===== config.mk =====
export PLATFORM = sky130hd
export DESIGN_NAME = machine_timer_flat
export DESIGN_NICKNAME = d
export VERILOG_FILES = /design/src/rtl/machine_timer_if.sv /design/src/rtl/machine_timer.sv /design/src/flat_wrapper.sv
export SDC_FILE = /design/constraint.sdc
export NUM_CORES = 1
export LEC_CHECK = 0
export BUFFER_PORTS_ARGS = -buffer_cell sky130_fd_sc_hd__clkbuf_2
export CORE_MARGIN = 3
export CORE_UTILIZATION = 35
export DETAILED_ROUTE_END_ITERATION = 16
export GPL_TIMING_DRIVEN = 0
export PLACE_DENSITY = 0.64
export SYNTH_ARGS = -nofsm -noshare
export SYNTH_HDL_FRONTEND = slang
export SYNTH_SLANG_ARGS = --single-unit

===== constraint.sdc =====
create_clock -name clock -period 2.35 [get_ports clock]
set_clock_uncertainty 0.05 [all_clocks]
set_input_delay 0.235 -clock clock [delete_from_list [all_inputs] [get_ports clock]]
set_output_delay 0.235 -clock clock [all_outputs]
set_load 0.01 [all_outputs]

===== src/rtl/machine_timer_if.sv =====
// Data-bus slave port of the machine timer. Master holds bus_valid with addr/data/we/be
// stable until it sees the one-cycle bus_ready pulse, then drops valid for at least one cycle.
interface machine_timer_if;
  logic        bus_valid;
  logic        bus_we;
  logic [15:0] bus_addr;
  logic [31:0] bus_wdata;
  logic [3:0]  bus_be;
  logic        bus_ready;
  logic [31:0] bus_rdata;

  modport master (
    output bus_valid, bus_we, bus_addr, bus_wdata, bus_be,
    input  bus_ready, bus_rdata
  );

  modport slave (
    input  bus_valid, bus_we, bus_addr, bus_wdata, bus_be,
    output bus_ready, bus_rdata
  );
endinterface


===== src/rtl/machine_timer.sv =====
// CLINT-style machine timer: 64-bit mtime/mtimecmp, msip, and the registered
// timer/software interrupt levels feeding mip[7]/mip[3].
module machine_timer #(
  parameter int unsigned TICK_DIV = 27
) (
  input  logic           clock,
  input  logic           reset,
  machine_timer_if.slave bus,
  output logic           timer_interrupt,
  output logic           software_interrupt,
  output logic           dbg_state_o
);

  localparam logic [15:0] PRESC_LAST = 16'(TICK_DIV - 1);

  // Word offsets (byte offset >> 2)
  localparam logic [13:0] A_MSIP    = 14'h0000;
  localparam logic [13:0] A_CMP_LO  = 14'h1000;
  localparam logic [13:0] A_CMP_HI  = 14'h1001;
  localparam logic [13:0] A_TIME_LO = 14'h2FFE;
  localparam logic [13:0] A_TIME_HI = 14'h2FFF;

  typedef enum logic {S_IDLE, S_RESP} state_e;

  state_e      state_q;
  logic        ready_q;
  logic [31:0] rdata_q, rdata_d;
  logic        msip_q, msip_d;
  logic [63:0] cmp_q, cmp_d;
  logic [63:0] mtime_q, mtime_d;
  logic [15:0] presc_q, presc_d;
  logic        tip_q, sip_q;

  logic        tick;
  logic        accept;
  logic        wr_en;
  logic [13:0] word;
  logic        unused_addr_bits;

  function automatic logic [31:0] merge_bytes(input logic [31:0] old_v,
                                              input logic [31:0] new_v,
                                              input logic [3:0]  be);
    logic [31:0] r;
    r = old_v;
    for (int k = 0; k < 4; k++) begin
      if (be[k]) r[8*k +: 8] = new_v[8*k +: 8];
    end
    return r;
  endfunction

  assign word             = bus.bus_addr[15:2];
  assign unused_addr_bits = ^bus.bus_addr[1:0];
  assign tick             = (presc_q == PRESC_LAST);
  assign accept           = (state_q == S_IDLE) && bus.bus_valid;
  assign wr_en            = accept && bus.bus_we;

  always_comb begin
    msip_d  = msip_q;
    cmp_d   = cmp_q;
    rdata_d = '0;
    if (tick) begin
      presc_d = '0;
      mtime_d = mtime_q + 64'd1;
    end else begin
      presc_d = presc_q + 16'd1;
      mtime_d = mtime_q;
    end

    // An mtime write overrides the tick: other half frozen, prescaler restarts
    if (accept) begin
      case (word)
        A_MSIP: begin
          rdata_d = {31'd0, msip_q};
          if (wr_en && bus.bus_be[0]) msip_d = bus.bus_wdata[0];
        end
        A_CMP_LO: begin
          rdata_d = cmp_q[31:0];
          if (wr_en) cmp_d[31:0] = merge_bytes(cmp_q[31:0], bus.bus_wdata, bus.bus_be);
        end
        A_CMP_HI: begin
          rdata_d = cmp_q[63:32];
          if (wr_en) cmp_d[63:32] = merge_bytes(cmp_q[63:32], bus.bus_wdata, bus.bus_be);
        end
        A_TIME_LO: begin
          rdata_d = mtime_q[31:0];
          if (wr_en) begin
            mtime_d = {mtime_q[63:32], merge_bytes(mtime_q[31:0], bus.bus_wdata, bus.bus_be)};
            presc_d = '0;
          end
        end
        A_TIME_HI: begin
          rdata_d = mtime_q[63:32];
          if (wr_en) begin
            mtime_d = {merge_bytes(mtime_q[63:32], bus.bus_wdata, bus.bus_be), mtime_q[31:0]};
            presc_d = '0;
          end
        end
        default: rdata_d = '0;
      endcase
    end
  end

  always_ff @(posedge clock) begin
    if (reset) begin
      state_q <= S_IDLE;
      ready_q <= 1'b0;
      rdata_q <= '0;
      msip_q  <= 1'b0;
      cmp_q   <= '1;
      mtime_q <= '0;
      presc_q <= '0;
      tip_q   <= 1'b0;
      sip_q   <= 1'b0;
    end else begin
      msip_q  <= msip_d;
      cmp_q   <= cmp_d;
      mtime_q <= mtime_d;
      presc_q <= presc_d;
      tip_q   <= (mtime_q >= cmp_q);
      sip_q   <= msip_q;
      case (state_q)
        S_IDLE: begin
          if (accept) begin
            state_q <= S_RESP;
            ready_q <= 1'b1;
            rdata_q <= rdata_d;
          end
        end
        S_RESP: begin
          state_q <= S_IDLE;
          ready_q <= 1'b0;
          rdata_q <= '0;
        end
      endcase
    end
  end

  assign bus.bus_ready       = ready_q;
  assign bus.bus_rdata       = rdata_q;
  assign timer_interrupt     = tip_q;
  assign software_interrupt  = sip_q;
  assign dbg_state_o         = (state_q == S_RESP);

endmodule

===== src/flat_wrapper.sv =====
// flat-port wrapper written by rule: the top's interface ports become plain ports
module machine_timer_flat 
#(
  parameter int unsigned TICK_DIV = 27
)
  (clock, reset, timer_interrupt, software_interrupt, dbg_state_o, bus_bus_valid, bus_bus_we, bus_bus_addr, bus_bus_wdata, bus_bus_be, bus_bus_ready, bus_bus_rdata);
  machine_timer_if bus_i ();
  input  logic clock;
  input  logic reset;
  output logic timer_interrupt;
  output logic software_interrupt;
  output logic dbg_state_o;
  input wire logic [$bits(bus_i.bus_valid)-1:0] bus_bus_valid;
  input wire logic [$bits(bus_i.bus_we)-1:0] bus_bus_we;
  input wire logic [$bits(bus_i.bus_addr)-1:0] bus_bus_addr;
  input wire logic [$bits(bus_i.bus_wdata)-1:0] bus_bus_wdata;
  input wire logic [$bits(bus_i.bus_be)-1:0] bus_bus_be;
  output wire logic [$bits(bus_i.bus_ready)-1:0] bus_bus_ready;
  output wire logic [$bits(bus_i.bus_rdata)-1:0] bus_bus_rdata;
  assign bus_i.bus_valid = bus_bus_valid;
  assign bus_i.bus_we = bus_bus_we;
  assign bus_i.bus_addr = bus_bus_addr;
  assign bus_i.bus_wdata = bus_bus_wdata;
  assign bus_i.bus_be = bus_bus_be;
  assign bus_bus_ready = bus_i.bus_ready;
  assign bus_bus_rdata = bus_i.bus_rdata;
  machine_timer #(.TICK_DIV(TICK_DIV)) u_core (.clock(clock), .reset(reset), .bus(bus_i), .timer_interrupt(timer_interrupt), .software_interrupt(software_interrupt), .dbg_state_o(dbg_state_o));
endmodule

==> reports/summary.txt, run 1 <==
================================================================================
Result of the run ................................................. complete, but fails checks
Failing checks .................................................... negative setup slack
Clock-pin slew on the worst setup and hold paths ..................      0.08 ns
Maximum capacitance violations ....................................            0
Number of inserted filler cells in the final layout ...............         3058
Number of instances in the synthesized netlist ....................         1387
Number of buffers on the longest clock path .......................            2
Worst Max-Slew Pin Slew ...........................................      1.11 ns
Final max-slew violation count ....................................            0
Sequential-to-total area share from yosys stat ....................        32.6%
Number of nets in the final layout ................................         1663
Routed vias/inst ..................................................         6.25
Startpoint Class ..................................................     register
Endpoint required time on the critical path .......................      2.69 ns
Antenna-violating nets left .......................................            0
Max incr delay on CP ..............................................      0.57 ns
Part of the total power dissipated in combinational logic .........         8.2%
Total die area ....................................................  34000 sq um
Predominant post-synthesis flop cell .............................. sky130_fd_sc_hd__dfxtp_1
Wire length reported by the detailed router .......................     47600 um
Clock network fraction of total power .............................        44.2%
Synth area leaders ................................................ sky130_fd_sc_hd__dfxtp_1, sky130_fd_sc_hd__ha_1, sky130_fd_sc_hd__mux2i_1
Site row count ....................................................           64
Post-synth design cell area .......................................  11100 sq um
First-pass iteration count of the detailed router .................            8
Wire per inst .....................................................      24.4 um
Latest clock arrival within the worst-skew pair ...................      0.46 ns
Number of synthesized flops with an enable pin ....................            0
CTS tree ..........................................................          yes
Library cells used by synthesis ...................................           80
Worst max-slew margin expressed relative to the limit .............        26.2%
Port-buffer cells .................................................           89
Class of the tightest hold or removal check .......................       in2reg
Top-Level Pins ....................................................           92
Maximum operating frequency .......................................      392 MHz
Delay-heaviest family, CP ......................................... simple AND/OR/NAND/NOR gates
Areal power density over the cells ................................  473 nW/um^2
Number of clock buffers inserted by TritonCTS .....................           17
Number of inserted diodes .........................................            0
Setup repair after global routing missed its margin ...............         true
Avg Synthesized Cell Area .........................................   8.02 sq um
Most frequent cell after synthesis ................................ sky130_fd_sc_hd__dfxtp_1
Clock net sink count ..............................................          181
Leakage power summed over all cells ...............................      5.88 nW
Number of hold violations in the final report .....................            0
Cell type contributing the most total cell area after synthesis ... sky130_fd_sc_hd__dfxtp_1
Number of setup violations in the final report ....................           13
Maximum fanout count along the critical path ......................            4
Cts hold-fix bufs .................................................            0
Relative contribution of sequential cells to total power ..........        47.6%
Final worst path period share .....................................         109%
Clk Tree Root Cell ................................................ sky130_fd_sc_hd__clkbuf_16
Most frequent cells after synthesis ............................... sky130_fd_sc_hd__dfxtp_1, sky130_fd_sc_hd__nand2_1, sky130_fd_sc_hd__nor2_1, sky130_fd_sc_hd__o21ai_0, sky130_fd_sc_hd__inv_1
Switching part of the total power .................................        28.5%
Maximum level of the CTS H-tree ...................................            4
Overall die width .................................................       184 um
Total nets after synthesis ........................................         1510
Layout overhead on the synthesized area ...........................        24.2%
Height of the die .................................................       184 um
Total core area ...................................................  31000 sq um
Post-route non-filler standard cell count .........................         1949
CP cell instances ................................................. inv_2, ha_4, nor4b_4, nand4_1, or4_4, or3_4, o32a_1, a21oi_1
Share of post-route cells with drive strength above 1 .............        22.7%
Total DRC errors in the routed layout .............................            0
Vias in the first global route ....................................        11700
Maximum number of pins on one net before global-route repair ......           18
Yosys top cell area share .........................................        32.6%
Placed insts ......................................................         1872
Number of antenna violations at the first check in global routing .            1
Int Pwr ...........................................................      4.67 mW
Buffering stage count on the worst path with inverters included ...            1
Total number of yosys warnings ....................................            0
Peak supply drop ..................................................       481 uV
Total Power Consumption ...........................................      6.54 mW
Worst setup path category .........................................      reg2reg
Worst slack on hold paths .........................................   0.00729 ns
Synth async-reset ratio ...........................................           0%
Master of the slowest instance on the critical path ............... sky130_fd_sc_hd__or4_4
Post-route setup slack ............................................    -0.203 ns
Final min period ..................................................      2.55 ns
First-pass GRT wire length ........................................     71600 um
Total number of vias ..............................................        12200
Iteration-0 DRC count of the detailed router ......................         1498
Effective utilization at floorplan ................................        35.9%
Global-route usage over all layers ................................        27.6%
CP Capture Type ...................................................     register
Endpoint arrival time on the critical path ........................      2.89 ns
Final weighted congestion in routability-driven placement .........        0.999
Global-route congestion overflow total ............................            0
NetSw .............................................................      1.87 mW
Detailed Place HPWL ...............................................     34300 um
Number of register bits inferred by synthesis .....................          181
================================================================================
==> cells by family after synthesis <==
logic type,synth area share [%]
and+or+nand+nor,23.0
buffers and inverters,5.82
adders and majority gates,7.53
muxes,6.70
xor gates and xnor gates,1.97
DFF,32.6
AOI/OAI and AO/OA,22.5
==> power groups by stage <==
stage                     combinational, mW  clock (mW)  sequential, mW
after floorplan                       0.218           0            3.20
after global placement                0.488           0            3.19
after detailed placement              0.490           0            3.19
after CTS                             0.520        2.90            3.12
after global routing                  0.565        3.03            3.11
final                                 0.538        2.89            3.11
==> state kept, by name, summed over array words and instances, names as in the netlist <==
| signal | flops |
|---|---|
| u_core.bus.bus_rdata | 32 |
| u_core.bus.bus_ready | 1 |
| u_core.cmp_q | 64 |
| u_core.dbg_state_o | 1 |
| u_core.msip_q | 1 |
| u_core.mtime_q | 64 |
| u_core.presc_q | 16 |
| u_core.software_interrupt | 1 |
| u_core.timer_interrupt | 1 |
==> layout make-up <==
type | count | area [sq um] | share of cell area (%)
well taps | 396 | 495 | 3.58
clock buffers | 18 | 439 | 3.18
inverters | 82 | 308 | 2.23
plain buffers | 76 | 448 | 3.24
flip-flops and latches | 181 | 3680 | 26.7
clock inverters | 14 | 116 | 0.842
multi-input cells | 1042 | 7440 | 53.8
repair buffers | 140 | 890 | 6.44
==> per-layer routing <==
metal | GRT usage [%] | wire (um)
met2 | 42.2 | 20800
met5 | 0 | 0
met4 | 11.3 | 2090
met3 | 7.48 | 4900
met1 | 36.9 | 19900
==> worst min-delay path, stage by stage <==
cell	delay, ns
sky130_fd_sc_hd__clkbuf_2	0.12
sky130_fd_sc_hd__nand2_1	0.06
sky130_fd_sc_hd__o211ai_1	0.08
==> what timing repair did <==
action | CTS | global route
resized for setup | 144 | 100
endpoints found under the setup margin | 176 | 135
buffers inserted | 40 | 21
pin swaps | 20 | 42
==> worst paths after layout <==
check                         start                   endpoint  slack, ns  depth (start not counted)
setup / recovery  u_core.presc_q[0]         u_core.mtime_q[39]      -0.20                          8
setup reg to reg  u_core.presc_q[0]         u_core.mtime_q[39]      -0.20                          8
hold / removal     bus_bus_wdata[5]           u_core.cmp_q[37]      0.007                          3
hold reg to reg       u_core.msip_q  u_core.software_interrupt       0.42                          2
==> stage by stage <==
step	utilization (%)	area, sq um	TNS [ns]	setup slack (ns)
final	44.6	13800	-1.32	-0.203
after global routing	44.6	13800	-2.32	-0.286
after CTS	43.3	13400	-0.689	-0.145
after detailed placement	39.0	12100	-161.79	-1.29
after global placement	39.0	12100	-152.40	-1.18
after floorplan	-	11100	0	0.000254
==> placed cells by master (no fill, tap or decap), drive strengths merged, types with 32 or more instances in the layout <==
cell type,Yosys,final
clkbuf,57,159
mux2i,70,70
a21oi,55,55
buf,25,71
inv,81,89
o21ai,83,83
nand3,44,44
nand4,51,51
nor2,117,117
o211ai,73,73
nand2,150,150
ha,67,67
o221ai,32,32
dfxtp,181,181
No activity file was read; power rests on OpenSTA's default activity.
==> run 2: changes to the inputs <==
--- a/config.mk
+++ b/config.mk
@@ -10,7 +10,7 @@
 export CORE_UTILIZATION = 35
 export DETAILED_ROUTE_END_ITERATION = 16
 export GPL_TIMING_DRIVEN = 0
-export PLACE_DENSITY = 0.64
+export PLACE_DENSITY = 0.62
 export SYNTH_ARGS = -nofsm -noshare
 export SYNTH_HDL_FRONTEND = slang
 export SYNTH_SLANG_ARGS = --single-unit
==> constraint.sdc (replaced) <==
create_clock -name clock -period 2.7 [get_ports clock]
set_clock_uncertainty 0.05 [all_clocks]
set_input_delay 0.27 -clock clock [delete_from_list [all_inputs] [get_ports clock]]
set_output_delay 0.27 -clock clock [all_outputs]
set_load 0.01 [all_outputs]
==> run 2 against run 1 <==
Against the previous run: the run now ends clean; critical path depth decreased by 2; count of clock-buffer cells in the layout decreased by 1; first-iteration DRC count decreased by 14%; critical endpoint unchanged; highest routed layer is now met5.
==> reports/summary.txt, run 2 (synthesis results as in run 1) <==
================================================================================
Result of the run ................................................. finished, final reports clean
Worst R2R Path Depth ..............................................            6
Total DRC errors in the routed layout .............................            0
Endpoint arrival time on the critical path ........................      3.00 ns
Number of setup violations in the final report ....................            0
Placed inst area ..................................................  12100 sq um
Most common cell after layout, fill and taps aside ................ sky130_fd_sc_hd__dfxtp_1
Post-route non-filler standard cell count .........................         1924
Maximum number of pins on one net before global-route repair ......           18
Top-Level Pins ....................................................           92
Setup repair after global routing missed its margin ...............         true
Met1 capacity usage during global routing .........................        37.0%
Total Power Consumption ...........................................      5.91 mW
Clk Tree Root Cell ................................................ sky130_fd_sc_hd__clkbuf_16
Maximum capacitance violations ....................................            0
Routed vias/inst ..................................................         6.21
Wire per inst .....................................................      24.3 um
Peak supply drop ..................................................       406 uV
Placed insts ......................................................         1872
Port-buffer cells .................................................           89
Iteration-0 DRC count of the detailed router ......................         1290
Areal power density over the cells ................................  451 nW/um^2
Worst max-slew margin expressed relative to the limit .............        21.1%
Antenna-violating nets left .......................................            0
Startpoint Class ..................................................     register
Class of the tightest hold or removal check .......................       in2reg
Number of buffers on the longest clock path .......................            2
Global-route usage over all layers ................................        27.1%
Depth of the worst hold-timing path ...............................            3
Slack of the worst reg-to-reg path ................................      0.03 ns
Global-route congestion overflow total ............................            0
Total core area ...................................................  31000 sq um
Final instance area ...............................................  13100 sq um
First-pass iteration count of the detailed router .................            6
First-pass GRT wire length ........................................     70100 um
Worst R2R Start ................................................... u_core.presc_q[10]
Vias in the first global route ....................................        11400
Worst Max-Slew Pin Slew ...........................................      1.18 ns
Number of hold violations in the final report .....................            0
Worst setup path category .........................................      reg2reg
Number of inserted filler cells in the final layout ...............         3135
Final weighted congestion in routability-driven placement .........        0.992
Met2 usage in global routing ......................................        41.0%
Leakage power summed over all cells ...............................      5.57 nW
Effective utilization at floorplan ................................        35.9%
Latest clock arrival within the worst-skew pair ...................      0.46 ns
Cts hold-fix bufs .................................................            0
Final max-slew violation count ....................................            0
Clock-pin slew on the worst setup and hold paths ..................      0.09 ns
Total die area ....................................................  34000 sq um
Layout overhead on the synthesized area ...........................        17.9%
Height of the die .................................................       184 um
Detailed Place HPWL ...............................................     34400 um
Number of clock buffers inserted by TritonCTS .....................           17
Critical register-to-register path endpoint ....................... u_core.mtime_q[39]
Total number of vias ..............................................        11900
Commonest cells after routing, fill and taps aside ................ sky130_fd_sc_hd__dfxtp_1, sky130_fd_sc_hd__nand2_1, sky130_fd_sc_hd__clkbuf_2
Sink of the worst hold path ....................................... u_core.cmp_q[37]
Post-route setup slack ............................................    0.0275 ns
Site row count ....................................................           64
Final worst path period share .....................................        99.0%
Share of post-route cells with drive strength above 1 .............        15.7%
Highest-utilization routing layer at the global route stage .......         met2
Overall die width .................................................       184 um
Met3 capacity usage during global routing .........................        6.53%
Origin of the worst min-delay path ................................ bus_bus_wdata[5]
Final min period ..................................................      2.67 ns
Maximum operating frequency .......................................      374 MHz
CP Capture Type ...................................................     register
Endpoint required time on the critical path .......................      3.03 ns
Pre-CTS setup slack ...............................................    -0.909 ns
Number of antenna violations at the first check in global routing .            3
Final core area utilization .......................................        42.3%
Number of nets in the final layout ................................         1638
CTS tree ..........................................................          yes
Wire length reported by the detailed router .......................     46800 um
Maximum fanout count along the critical path ......................            6
Clock net sink count ..............................................          181
Maximum level of the CTS H-tree ...................................            4
================================================================================
run 2: worst max path at each step:
| stage | from | end | slack, ns | depth (start not counted) |
|---|---|---|---|---|
| after floorplan | u_core.presc_q[0] | u_core.mtime_q[51] | 0.28 | 9 |
| after global placement | bus_bus_addr[14] | u_core.mtime_q[40] | -0.87 | 8 |
| after detailed placement | bus_bus_addr[14] | u_core.mtime_q[33] | -0.91 | 8 |
| after CTS | u_core.presc_q[10] | u_core.mtime_q[51] | 0.003 | 7 |
| after global routing | u_core.mtime_q[44] | u_core.mtime_q[62] | -0.03 | 6 |
| final | u_core.presc_q[10] | u_core.mtime_q[39] | 0.03 | 6 |
run 2: cell type report:
type                            instances  area (sq um)  area share [%]
Inverter                               82           308            2.35
Sequential cell                       181          3640            27.7
Multi-Input combinational cell       1042          7070            53.8
Tap cell                              396           495            3.78
Antenna cell                            1          2.50          0.0191
Clock buffer                           17           425            3.24
Buffer                                 80           364            2.77
Clock inverter                         14           186            1.42
Timing Repair Buffer                  111           636            4.84
run 2: repair_timing:
action,in CTS,in global routing
pin swaps,4,8
setup endpoints to repair,138,121
buffers inserted,9,13
resized for setup,44,50
run 2: critical path, stage by stage, from the launching register on:
cell	delay, ns
sky130_fd_sc_hd__dfxtp_1	0.37
sky130_fd_sc_hd__nor4_2	0.40
sky130_fd_sc_hd__nand4_1	0.26
sky130_fd_sc_hd__or4_4	0.63
sky130_fd_sc_hd__or3_4	0.46
sky130_fd_sc_hd__o32a_1	0.30
sky130_fd_sc_hd__a21oi_1	0.13
run 2: layer usage:
metal / vias up / wire length, um
li1: 5433 / -
met1: 5721 / 20000
met2: 647 / 20200
met3: 138 / 4630
met4: 4 / 1950
met5: - / 27
run 2: per-stage QoR:
stage          setup TNS [ns]  hold WS [ns]
6_report                    0        0.0413
4_1_cts                     0        0.0386
3_3_place_gp           -93.15         0.403
5_1_grt               -0.0876        0.0519
2_1_floorplan               0         0.348
3_5_place_dp           -96.77         0.397
run 2: where the power goes:
part | switching [mW] | leakage, nW | internal [mW]
logic | 0.320 | 3.80 | 0.135
clock network | 1.26 | 0.301 | 1.49
registers | 0.0177 | 1.47 | 2.70
